[src/rtl/waterfall_pkg.sv]
// Shared constants, FSM state encoding and framebuffer address payload for the
// waterfall line writer.
// Ports: none (package).
package waterfall_pkg;

  localparam int unsigned FREQ_BINS  = 64;
  localparam int unsigned FREQ_W     = 16;
  localparam int unsigned ROWS       = 32;
  localparam int unsigned PIX_W      = 4;
  localparam int unsigned SHIFT      = 8;

  localparam int unsigned BIN_ADDR_W = $clog2(FREQ_BINS);
  localparam int unsigned ROW_W      = $clog2(ROWS);
  localparam int unsigned PIX_ADDR_W = ROW_W + BIN_ADDR_W;
  localparam int unsigned PIX_MAX    = (1 << PIX_W) - 1;

  // sdft read latency from bin_addr to bin_out
  localparam int unsigned RD_LAT     = 2;
  // sweep-cycle landmarks, counted from the first cycle sdft_read is high
  localparam int unsigned SWEEP_LAST = FREQ_BINS;
  localparam int unsigned CAP_FIRST  = RD_LAT + 1;
  localparam int unsigned CAP_LAST   = FREQ_BINS + RD_LAT;
  localparam int unsigned CNT_W      = $clog2(CAP_LAST + 1);

  typedef enum logic [2:0] {
    IDLE,
    ARM,
    SWEEP,
    DRAIN,
    ADVANCE
  } wf_state_e;

  // framebuffer address: row in the upper bits, bin in the lower bits
  typedef struct packed {
    logic [ROW_W-1:0]      row;
    logic [BIN_ADDR_W-1:0] bin;
  } pix_addr_t;

endpackage

[src/rtl/waterfall_line_writer_if.sv]
// Read port of the SDFT stage as seen by the waterfall line writer.
// Signals:
//   sdft_ready    sdft idle and readable (driven by sdft)
//   sdft_read     holds sdft in read mode (driven by writer)
//   sdft_bin_addr bin being read (driven by writer)
//   sdft_bin_out  magnitude, valid RD_LAT cycles after its bin_addr (driven by sdft)
// Modports: master = line writer, slave = sdft.
interface waterfall_line_writer_if;

  logic                                   sdft_ready;
  logic                                   sdft_read;
  logic [waterfall_pkg::BIN_ADDR_W-1:0]   sdft_bin_addr;
  logic [waterfall_pkg::FREQ_W-1:0]       sdft_bin_out;

  modport master (
    input  sdft_ready,
    input  sdft_bin_out,
    output sdft_read,
    output sdft_bin_addr
  );

  modport slave (
    output sdft_ready,
    output sdft_bin_out,
    input  sdft_read,
    input  sdft_bin_addr
  );

endinterface

[src/rtl/waterfall_line_writer_bin_to_pixel.sv]
// Combinational magnitude -> colour index mapper.
// Default: linear map, pix = min(mag >> SHIFT, PIX_MAX).
// WATERFALL_LOG_EN defined: log map, pix = 0 for mag 0, else
//   min(floor(log2(mag)) + 1, PIX_MAX); SHIFT is unused.
// Ports:
//   mag   in  FREQ_W  sdft magnitude
//   pix_c out PIX_W   colour index (combinational)
module bin_to_pixel
  import waterfall_pkg::*;
(
  input  logic [FREQ_W-1:0] mag,
  output logic [PIX_W-1:0]  pix_c
);

`ifdef WATERFALL_LOG_EN
  localparam int unsigned LVL_W = $clog2(FREQ_W + 1);

  // significant-bit count of mag equals floor(log2(mag)) + 1 for mag > 0
  logic [LVL_W-1:0] nbits;

  always_comb begin
    nbits = '0;
    for (int i = 0; i < int'(FREQ_W); i++) begin
      if (mag[i]) nbits = LVL_W'(i + 1);
    end
    pix_c = (nbits > LVL_W'(PIX_MAX)) ? PIX_W'(PIX_MAX) : PIX_W'(nbits);
  end
`else
  logic [FREQ_W-1:0] scaled;

  always_comb begin
    scaled = mag >> SHIFT;
    pix_c  = (scaled > FREQ_W'(PIX_MAX)) ? PIX_W'(PIX_MAX) : PIX_W'(scaled);
  end
`endif

endmodule

[src/rtl/waterfall_line_writer.sv]
// Waterfall line writer: on a line request, sweeps every sdft bin over the sdft
// read port, maps each magnitude to a colour index and writes one row of the
// circular waterfall framebuffer, then publishes that row as top_row.
// Colour map selected by macro WATERFALL_LOG_EN (see bin_to_pixel).
// Ports:
//   clk, reset_n  clock, async active-low reset
//   line_req      1-cycle pulse requesting one line
//   busy          high from accepted request until row advance
//   sdft          sdft read port (master side)
//   pix_we        framebuffer write strobe
//   pix_addr      {wr_row, bin}
//   pix_data      colour index
//   top_row       last fully written row
//   overrun       sticky: request dropped because one was already pending
module waterfall_line_writer
  import waterfall_pkg::*;
(
  input  logic                   clk,
  input  logic                   reset_n,
  input  logic                   line_req,
  output logic                   busy,
  waterfall_line_writer_if.master sdft,
  output logic                   pix_we,
  output pix_addr_t              pix_addr,
  output logic [PIX_W-1:0]       pix_data,
  output logic [ROW_W-1:0]       top_row,
  output logic                   overrun
);

  wf_state_e             state;
  logic [CNT_W-1:0]      cnt;
  logic [ROW_W-1:0]      wr_row;
  logic                  pending;
  logic                  read_q;
  logic [BIN_ADDR_W-1:0] addr_q;
  logic [PIX_W-1:0]      pix_c;
  logic                  capture_c;
  logic                  in_flight_c;
  logic                  take_c;

  assign sdft.sdft_read     = read_q;
  assign sdft.sdft_bin_addr = addr_q;

  bin_to_pixel u_map (
    .mag   (sdft.sdft_bin_out),
    .pix_c (pix_c)
  );

  // requests arriving here queue into the single pending slot
  assign in_flight_c = (state == ARM) || (state == SWEEP) || (state == DRAIN);
  // bin_out is valid for bin cnt-CAP_FIRST on these sweep cycles
  assign capture_c   = ((state == SWEEP) || (state == DRAIN)) &&
                       (cnt >= CNT_W'(CAP_FIRST)) && (cnt <= CNT_W'(CAP_LAST));
  assign take_c      = line_req | pending;

  // FSM, counters, capture/write stage, row pointer, pending/overrun
  always_ff @(posedge clk or negedge reset_n) begin
    if (!reset_n) begin
      state    <= IDLE;
      cnt      <= '0;
      read_q   <= 1'b0;
      addr_q   <= '0;
      busy     <= 1'b0;
      pix_we   <= 1'b0;
      pix_addr <= '0;
      pix_data <= '0;
      top_row  <= ROW_W'(ROWS - 1);
      wr_row   <= '0;
      pending  <= 1'b0;
      overrun  <= 1'b0;
    end else begin
      if (capture_c) begin
        pix_we   <= 1'b1;
        pix_addr <= '{row: wr_row, bin: BIN_ADDR_W'(cnt - CNT_W'(CAP_FIRST))};
        pix_data <= pix_c;
      end else begin
        pix_we <= 1'b0;
      end

      if (in_flight_c && line_req) begin
        if (pending) overrun <= 1'b1;
        else         pending <= 1'b1;
      end

      case (state)
        IDLE: begin
          if (take_c) begin
            state   <= ARM;
            busy    <= 1'b1;
            pending <= pending & line_req;
          end
        end

        ARM: begin
          if (sdft.sdft_ready) begin
            state  <= SWEEP;
            read_q <= 1'b1;
            addr_q <= '0;
            cnt    <= '0;
          end
        end

        // address for cycle c+1 is c, which also gives addr 0 on cycles 0 and 1
        SWEEP: begin
          cnt <= cnt + CNT_W'(1);
          if (cnt == CNT_W'(SWEEP_LAST)) begin
            state  <= DRAIN;
            read_q <= 1'b0;
            addr_q <= '0;
          end else begin
            addr_q <= BIN_ADDR_W'(cnt);
          end
        end

        DRAIN: begin
          cnt <= cnt + CNT_W'(1);
          if (cnt == CNT_W'(CAP_LAST)) state <= ADVANCE;
        end

        // a pending or same-cycle request re-arms without dropping busy
        ADVANCE: begin
          top_row <= wr_row;
          wr_row  <= (wr_row == ROW_W'(ROWS - 1)) ? '0 : wr_row + ROW_W'(1);
          if (take_c) begin
            state   <= ARM;
            pending <= pending & line_req;
          end else begin
            state <= IDLE;
            busy  <= 1'b0;
          end
        end

        default: begin
          state <= IDLE;
          busy  <= 1'b0;
        end
      endcase
    end
  end

endmodule

[src/flat_wrapper.sv]
// flat-port wrapper written by rule: the top's interface ports become plain ports
module waterfall_line_writer_flat import waterfall_pkg::*;
  (clk, reset_n, line_req, busy, pix_we, pix_addr, pix_data, top_row, overrun, sdft_sdft_ready, sdft_sdft_bin_out, sdft_sdft_read, sdft_sdft_bin_addr);
  waterfall_line_writer_if sdft_i ();
  input  logic clk;
  input  logic reset_n;
  input  logic line_req;
  output logic busy;
  output logic pix_we;
  output pix_addr_t pix_addr;
  output logic [PIX_W-1:0] pix_data;
  output logic [ROW_W-1:0] top_row;
  output logic overrun;
  input wire logic [$bits(sdft_i.sdft_ready)-1:0] sdft_sdft_ready;
  input wire logic [$bits(sdft_i.sdft_bin_out)-1:0] sdft_sdft_bin_out;
  output wire logic [$bits(sdft_i.sdft_read)-1:0] sdft_sdft_read;
  output wire logic [$bits(sdft_i.sdft_bin_addr)-1:0] sdft_sdft_bin_addr;
  assign sdft_i.sdft_ready = sdft_sdft_ready;
  assign sdft_i.sdft_bin_out = sdft_sdft_bin_out;
  assign sdft_sdft_read = sdft_i.sdft_read;
  assign sdft_sdft_bin_addr = sdft_i.sdft_bin_addr;
  waterfall_line_writer u_core (.clk(clk), .reset_n(reset_n), .line_req(line_req), .busy(busy), .sdft(sdft_i), .pix_we(pix_we), .pix_addr(pix_addr), .pix_data(pix_data), .top_row(top_row), .overrun(overrun));
endmodule
[config.mk]
export PLATFORM = sky130hd
export DESIGN_NAME = waterfall_line_writer_flat
export DESIGN_NICKNAME = d
export VERILOG_FILES = /design/src/rtl/waterfall_pkg.sv /design/src/rtl/waterfall_line_writer_if.sv /design/src/rtl/waterfall_line_writer_bin_to_pixel.sv /design/src/rtl/waterfall_line_writer.sv /design/src/flat_wrapper.sv
export SDC_FILE = /design/constraint.sdc
export NUM_CORES = 1
export LEC_CHECK = 0
export CAP_MARGIN = 15
export CORE_MARGIN = 4
export CORE_UTILIZATION = 51
export CTS_BUF_LIST = sky130_fd_sc_hd__clkbuf_4
export DETAILED_ROUTE_END_ITERATION = 8
export PLACE_DENSITY = 0.82
export REMOVE_ABC_BUFFERS = 1
export SYNTH_ARGS = -nofsm -noshare
export SYNTH_HDL_FRONTEND = slang
export SYNTH_SLANG_ARGS = --single-unit
[constraint.sdc]
create_clock -name clk -period 3.1 [get_ports clk]
set_input_delay 0.62 -clock clk [delete_from_list [all_inputs] [get_ports clk]]
set_output_delay 0.62 -clock clk [all_outputs]
set_load 0.05 [all_outputs]
=== Word-level counts from Yosys, hierarchy flattened ===
Cells that the tools add are included.

* Output and inout port bits: 30
* Bits of input ports: 20
* Flip-flop bits (word level): 46
* Logic and storage cells: 75

* Add/sub/neg operators: 3
* Magnitude comparators: 3
* Muxes and demuxes: 23
* Equality and inequality tests: 12
* Bitwise logic cells: 3
* Reductions and logical operators: 18

{| class="wikitable"
|+ Operators with widths
! kind !! number
|-
| $pmux 3 s5 || 1
|-
| $eq 7x7->1 const B || 2
|-
| $pmux 7 s2 || 1
|-
| $mux 3 || 4
|-
| $mux 6 || 2
|-
| $pmux 6 s2 || 1
|-
| $mux 1 || 9
|-
| $gt 8x4->1 const B || 1
|-
| $ne 2x2->1 const B || 4
|-
| $add 7x1->7 const B || 1
|-
| $ge 7x2->1 const B || 1
|-
| $le 7x7->1 const B || 1
|-
| $mux 7 || 1
|-
| $eq 3x2->1 const B || 2
|-
| $reduce_and 2->1 || 3
|-
| $reduce_and 3->1 || 2
|-
| $sub 6x2->6 const B || 1
|-
| $add 5x1->5 const B || 1
|-
| $eq 5x5->1 const B || 1
|-
| $mux 5 || 1
|-
| $mux 4 || 1
|-
| $reduce_and 4->1 || 1
|-
| $reduce_bool 2->1 || 2
|-
| $reduce_or 2->1 || 2
|-
| other kinds (12) || 16
|}

=== Longest topological paths before layout ===
Gate-level depths: netlist of run 1.

* Depth in word-level cells: 7
* Mapped depth: 7
* Mapped depth without buffers: 6

=== Modules after synthesis ===
A second synthesis of run 1 with hierarchy kept.

* Cells, all modules: 169
* Area total of the unflattened synthesis: 2128.3 um^2

{| class="wikitable"
|+ Modules (own cells, without submodules)
! module !! cells each !! instances !! seq. area each (um^2) !! area an instance (um^2)
|-
| waterfall_line_writer || 164 || 1 || 1157.4 || 2090.8
|-
| bin_to_pixel || 5 || 1 || 0.0 || 37.5
|}

=== Least setup slack after synthesis of run 1 ===
OpenSTA, ideal clock, no wires.

* Path type: register to register
* Start point: register u_core.cnt[4]
* End point: register u_core.pix_addr[0] (netlist name)
* Required time: 2.975 ns
* Arrival time: 1.746 ns
* Stages on the path, launching flop included: 8
* Buffers on the path: 3
* Path slack: 1.229 ns
* Period minus slack after synthesis: 1.871 ns
* Path through: dfrtp_1 buf_6 nor4_4 o21ai_1 a221o_1 buf_6 buf_12 mux2_4

* Word-level cells in the longest chain between the ends: 3

{| class="wikitable"
|+ Ends and longest elaborated chain
! what !! RTL line !! source
|-
| from (decl) || waterfall_line_writer.sv:31 || <nowiki>logic [CNT_W-1:0] cnt;</nowiki>
|-
| from (signal assigned) || waterfall_line_writer.sv:105 || <nowiki>cnt <= cnt + CNT_W'(1);</nowiki>
|-
| from (signal assigned) || waterfall_line_writer.sv:116 || <nowiki>cnt <= cnt + CNT_W'(1);</nowiki>
|-
| $ge 7x2->1 || waterfall_line_writer.sv:53 || <nowiki>(cnt >= CNT_W'(CAP_FIRST)) && (cnt <= CNT_W'(CAP_LAST));</nowiki>
|-
| $logic_and 1x1->1 || waterfall_line_writer.sv:52 || <nowiki>assign capture_c = ((state == SWEEP) || (state == DRAIN)) &&</nowiki>
|-
| $logic_and 1x1->1 (*) || waterfall_line_writer.sv:53 ||
|}

Mark *: on every way between the ends. The rest lies on a longest branch, timed or not.
A chain may end at the register's enable or synchronous reset.

=== Worst setup path in the final report of run 1 ===
* Start point: register u_core.top_row[4]
* End point: output top_row[4]

{| class="wikitable"
|+ RTL lines
! what !! RTL line !! source
|-
| from (decl) || waterfall_line_writer.sv:26 || <nowiki>output logic [ROW_W-1:0] top_row,</nowiki>
|-
| from (signal assigned) || waterfall_line_writer.sv:67 || <nowiki>top_row <= ROW_W'(ROWS - 1);</nowiki>
|-
| from (signal assigned) || waterfall_line_writer.sv:122 || <nowiki>top_row <= wr_row;</nowiki>
|-
| to (decl) || flat_wrapper.sv:12 || <nowiki>output logic [ROW_W-1:0] top_row;</nowiki>
|}

No word-level cell between the ends.

==> results of run 1 <==
==> cell families after synthesis <==
logic type,Yosys count,synth area share [%]
flops,46,53.5
fa+ha+maj,6,3.36
mux,22,13.0
xor+xnor,4,1.62
compound gates,36,9.49
buf+inv,13,4.11
simple gates,61,14.9
==> synthesized netlist by cell type, types with 4 or more instances <==
library cell,instances
a21oi_1,9
and3_1,4
dfrtp_1,41
dfstp_2,5
ha_1,5
inv_1,5
mux2_2,13
mux2_4,9
nand2_1,14
nand2b_1,7
nand3_1,4
nor2_1,16
o21ai_0,19
==> cell type report <==
class / count / share of cell area, %
clock buffer: 6 / 1.72
timing repair buffer: 42 / 15.8
tap: 50 / 2.39
multi-input combinational: 129 / 34.9
inverter: 5 / 0.716
sequential: 46 / 44.2
clock inverter: 2 / 0.334
==> cells in the final DEF (no fill, tap or decap) <==
master,count
xnor2_1,1
or3_1,1
buf_2,1
buf_4,1
ha_1,5
clkbuf_4,6
a21oi_1,9
nand4_1,3
o21ai_0,19
a32o_1,2
nor2b_1,3
and3_1,4
nand3b_1,1
nor3_1,3
a211oi_1,1
a221o_1,1
dfrtp_1,41
clkinv_2,1
nor4_1,1
nor4bb_1,1
nor2_1,16
maj3_1,1
or3_2,1
or3b_2,1
dfstp_2,5
nand3_1,4
nand2_1,14
mux2_4,9
o31ai_1,3
xor2_1,3
clkdlybuf4s50_1,40
o21ai_1,1
nand2b_1,7
inv_1,5
clkinv_1,1
nor4_4,1
mux2_2,13
==> power by group <==
part	switching, mW	total, mW	leakage (nW)	internal [mW]
Clock	0.182	0.276	0.0331	0.0943
Sequential	0.187	1.01	0.535	0.823
Combinational	0.905	1.50	0.582	0.595
Total	1.27	2.79	1.15	1.51
==> stage by stage <==
step | power (mW) | util, % | instance area, µm² | hold WS (ns) | std cells
2_1_floorplan | 2.07 | - | 2090 | 0.324 | 180
6_report | 2.79 | 64.6 | 2620 | 0.412 | 280
3_3_place_gp | 2.49 | 63.3 | 2570 | 0.453 | 272
5_1_grt | 2.98 | 64.6 | 2620 | 0.482 | 280
4_1_cts | 2.82 | 64.6 | 2620 | 0.434 | 280
3_5_place_dp | 2.53 | 63.3 | 2570 | 0.462 | 272
==> sequential cells by signal (all words and copies together) (netlist names) <==
signal and count:
u_core.overrun 1, u_core.sdft.sdft_bin_addr 6, u_core.pix_data 4, u_core.pix_we 1, u_core.wr_row 5, u_core.busy 1
u_core.pending 1, u_core.state 3, u_core.sdft.sdft_read 1, u_core.cnt 7, u_core.top_row 5, u_core.pix_addr 11
==> worst paths after layout <==
kind                                         from            endpoint  slack, ns
min in group clk                   u_core.overrun      u_core.overrun       0.49
worst min-delay path                      reset_n      u_core.pending       0.41
worst max register to register      u_core.cnt[1]  u_core.pix_addr[7]       1.09
worst min register to register     u_core.overrun      u_core.overrun       0.49
worst max-delay path            u_core.top_row[4]          top_row[4]       0.77
max in group asynchronous                 reset_n  u_core.pix_data[1]       2.08
==> routing by layer <==
| layer | up-vias | GRT usage, % | part of all wire [%] |
|---|---|---|---|
| met5 | - | 0 | 0 |
| met4 | 0 | 7.79 | 1.8 |
| met3 | 8 | 3.86 | 6.2 |
| met2 | 41 | 25.9 | 45 |
| met1 | 711 | 21.7 | 47 |
| li1 | 741 | - | - |
==> impl_metrics.yaml, run 1 <==
run_status:
  status: "completed"
setup_path:
  crit_path_cell_trace: "clkdlybuf4s50_1"
  cp.required_ns: 2.48
  reg2reg_depth: 5
  cp.buffers_inverters: 1
  max_stage_delay_ns: 0.81
  cp.arrival_ns: 1.71
  path_class: "register to output pin"
  cp_slowest_cell: "clkdlybuf4s50_1"
  critPathLaunchType: "register"
  crit_path_end_kind: "output pin"
  cp.depth: 1
  worst-path-max-fanout: 2
  crit_family: "buffers and inverters"
clock_tree:
  cts_num_sinks: 46
  worstSkewPairLatency_ns: 0.35
  cts_tree: "yes"
  cts_max_level: 2
  root_buffer: "clkbuf_4"
  cts-hold-fix-buffers: 0
  path_clk_slew_ns: 0.13
  cts_resized: 0
  cts_buffer_depth: 2
  numCtsBuffers: 5
  post-cts-setup-buffer-count: 0
route:
  route.detailed.drc: 0
  vias_per_cell: 5.36
  antenna_left: 0
  drtIter0Drc: 81
  dr.pass1.iters: 4
  num_vias: 1501
  wirelength_um: 4060
  wl_per_cell_um: 14.5
cells_and_area:
  final_nets: 254
  regArea_mm2: 0.00116
  layout-drive-gt1-share_pct: 17.0
  multi_input_area_um2: 916
  fillers: 335
  area_growth_syn_to_layout_pct: 21.2
  diodes: 0
synth:
  synth_warnings: 0
  synthArstFlopShare_pct: 100
  syn_area_mm2: 0.00216
  syn_inst: 188
  synthFlopType: "dfrtp_1"
  synth_edf_count: 0
  avgSynthCellArea_um2: 11.5
  yosys-top-cells-area: "dfrtp_1, mux2_2, mux2_4"
  yosys.area.top_type_share_pct: 47.5
  ys_types: 35
  ys_ff_latch: 46
  yosysTopAreaCell: "dfrtp_1"
  synth-seq-area-share_pct: 53.5
floorplan:
  fp.dieW_um: 73.1
  ios: 50
  initial_utilization_pct: 53.3
  dieArea_mm2: 0.00535
  num_rows: 23
  die_h_um: 73.1
  core_mm2: 0.00406
job:
  maxCapViolCount: 0
placement:
  globalplace.congestion: 0.836
  io_buffers: 41
  dp.final_hpwl_um: 2840
  place_ws_ns: 0.881
sta:
  setup-tns-final_ns: 0
  slew_viol_final: 0
  setup_viol: 0
  hold_viol: 0
  worstMarginPinSlew_ns: 0.993
  fmax_mhz: 428
  period_needed_ns: 2.33
  skew_ns: 0.00568
  slew_headroom_pct: 33.8
  rsz0062_at_grt: "false"
  period_share_pct: 75.3
  setup_ws_ns: 0.766
power:
  peakVddDrop_v: 0.000574
  power.density_mw_per_mm2: 1060
  leakagePower_nw: 1.15
grt:
  grt_max_degree: 47
  grt.overflow.total: 0
  grt_usage_pct: 16.6
  grt_pass1_wl_um: 6840
  grt_pass1_vias: 1504
  grt_antenna_before_repair: 0
worst_hold_path:
  hold_class: "input port to async pin"
Power figures use the tool's default switching activity.
==> inputs of run 2 (changes only) <==
--- a/config.mk
+++ b/config.mk
@@ -7,10 +7,10 @@
 export LEC_CHECK = 0
 export CAP_MARGIN = 15
 export CORE_MARGIN = 4
-export CORE_UTILIZATION = 51
+export CORE_UTILIZATION = 46
 export CTS_BUF_LIST = sky130_fd_sc_hd__clkbuf_4
 export DETAILED_ROUTE_END_ITERATION = 8
-export PLACE_DENSITY = 0.82
+export PLACE_DENSITY = 0.78
 export REMOVE_ABC_BUFFERS = 1
 export SYNTH_ARGS = -nofsm -noshare
 export SYNTH_HDL_FRONTEND = slang
==> constraint.sdc (replaced) <==
create_clock -name clk -period 2.05 [get_ports clk]
set_input_delay 0.41 -clock clk [delete_from_list [all_inputs] [get_ports clk]]
set_output_delay 0.41 -clock clk [all_outputs]
set_load 0.05 [all_outputs]
==> run 2 against run 1 <==
Sequential share of layout area decreased by 1.6 points. Clock power increased by 93%. Non-clock buffer count increased by 10. Setup slack got worse by 0.68 ns. Via count increased by 2.1%. Hold slack got worse by 0.37 ns. Register-to-register slack got worse by 0.91 ns. Total power increased by 58%. Flip-flop and latch count unchanged. Global-route usage decreased by 1.7 points. Die area increased by 9.6%. Critical path depth unchanged. Critical endpoint is now pix_addr[0]. Largest cell class unchanged. Largest power group unchanged.
==> impl_metrics.yaml, run 2 (same netlist as run 1, synthesis figures left out) <==
clock_tree:
  numCtsBuffers: 5
  worstSkewPairLatency_ns: 0.36
  cts_num_sinks: 46
  cts_tree: "yes"
  post-cts-setup-buffer-count: 0
  cts_buffer_depth: 2
  path_clk_slew_ns: 0.13
  cts_resized: 0
  cts_max_level: 2
  root_buffer: "clkbuf_4"
  cts-hold-fix-buffers: 0
setup_path:
  crit_path_end_kind: "output pin"
  crit_family: "buffers and inverters"
  cp.arrival_ns: 1.56
  critPathLaunchType: "register"
  max_stage_delay_ns: 0.81
  r2r_start: "u_core.cnt[4]"
  timing.rr.end: "u_core.pix_data[0]"
  path_class: "register to output pin"
  cp.required_ns: 1.64
  cp.buffers_inverters: 1
  worst-path-max-fanout: 2
  r2r_setup_slack_ns: 0.18
  reg2reg_depth: 5
  cp_slowest_cell: "clkdlybuf4s50_1"
  crit_path_cell_trace: "clkdlybuf4s50_1"
floorplan:
  die_h_um: 76.6
  core_mm2: 0.00444
  num_rows: 24
  initial_utilization_pct: 48.6
  ios: 50
  fp.dieW_um: 76.6
  dieArea_mm2: 0.00586
cells_and_area:
  mostFrequentLayoutCells: "dfrtp_1, clkdlybuf4s50_1, o21ai_0"
  layout-drive-gt1-share_pct: 22.9
  largest_reg_flops: 11
  finish.utilization_pct: 61.3
  fillers: 376
  area_growth_syn_to_layout_pct: 25.9
  diodes: 0
  final_nets: 264
  max_flop_register: "u_core.pix_addr"
  mostFrequentLayoutCell: "dfrtp_1"
grt:
  grt_antenna_before_repair: 0
  grt.overflow.total: 0
  grt_pass1_wl_um: 7160
  grt_pass1_vias: 1537
  grt_usage_pct: 14.9
  grt_max_degree: 31
sta:
  period_share_pct: 95.9
  setup_viol: 0
  worstMarginPinSlew_ns: 0.618
  rsz0062_at_grt: "false"
  skew_ns: 0.00968
  setup-tns-final_ns: 0
  setup_ws_ns: 0.0834
  whs_ns: 0.0472
  fmax_mhz: 508
  slew_headroom_pct: 58.8
  period_needed_ns: 1.97
  slew_viol_final: 0
  hold_viol: 0
route:
  dr.pass1.iters: 4
  num_vias: 1532
  vias_per_cell: 5.25
  antenna_left: 0
  drtIter0Drc: 64
  wirelength_um: 3950
  route.detailed.drc: 0
  wl_per_cell_um: 13.5
power:
  leakagePower_nw: 1.23
  finalPower_mw: 4.42
  peakVddDrop_v: 0.000847
  power.density_mw_per_mm2: 1620
placement:
  place_ws_ns: 0.213
  dp.final_hpwl_um: 2910
  globalplace.congestion: 0.794
  io_buffers: 41
run_status:
  status: "completed"
job:
  maxCapViolCount: 0
worst_hold_path:
  hold_class: "input port to async pin"
## run 2: worst max-delay path by stage
stage | startpoint | end | slack, ns | cells past startpoint
floorplan | u_core.cnt[0] | u_core.pix_addr[10] | -0.004 | 4
global placement | u_core.cnt[4] | u_core.pix_data[2] | 0.23 | 5
detailed placement | u_core.cnt[4] | u_core.pix_data[0] | 0.21 | 5
CTS | u_core.pix_addr[1] | pix_addr[1] | 0.07 | 1
global route | u_core.pix_addr[1] | pix_addr[1] | 0.02 | 1
finish | u_core.pix_addr[0] | pix_addr[0] | 0.08 | 1
## run 2: cell type report
cell class | instances | area, µm² | share of cell area, %
clock buffer | 5 | 37.5 | 1.38
inverter | 5 | 18.8 | 0.689
clock inverter | 3 | 40.0 | 1.47
tap | 52 | 65.1 | 2.39
multi-input combinational | 129 | 916 | 33.6
timing repair buffer | 52 | 488 | 17.9
sequential | 46 | 1160 | 42.5
## run 2: stage by stage
step	instances	instance area, µm²
after detailed placement	284	2650
after global placement	284	2650
after global routing	292	2720
after CTS	292	2720
after floorplan	180	2090
final	292	2720
## run 2: report_power, final
part           switching, mW  internal, mW  total (mW)
Combinational           1.41         0.968        2.38
Clock                  0.281         0.253       0.534
Sequential             0.258          1.24        1.50
Total                   1.95          2.47        4.42
## run 2: routing by layer
| metal | up-vias | routed length (µm) | GRT usage (%) |
|---|---|---|---|
| met5 | - | 0 | 0 |
| met4 | 0 | 49 | 4.89 |
| met3 | 4 | 211 | 3.90 |
| met2 | 40 | 1760 | 22.8 |
| met1 | 723 | 1930 | 20.5 |
| li1 | 765 | - | - |
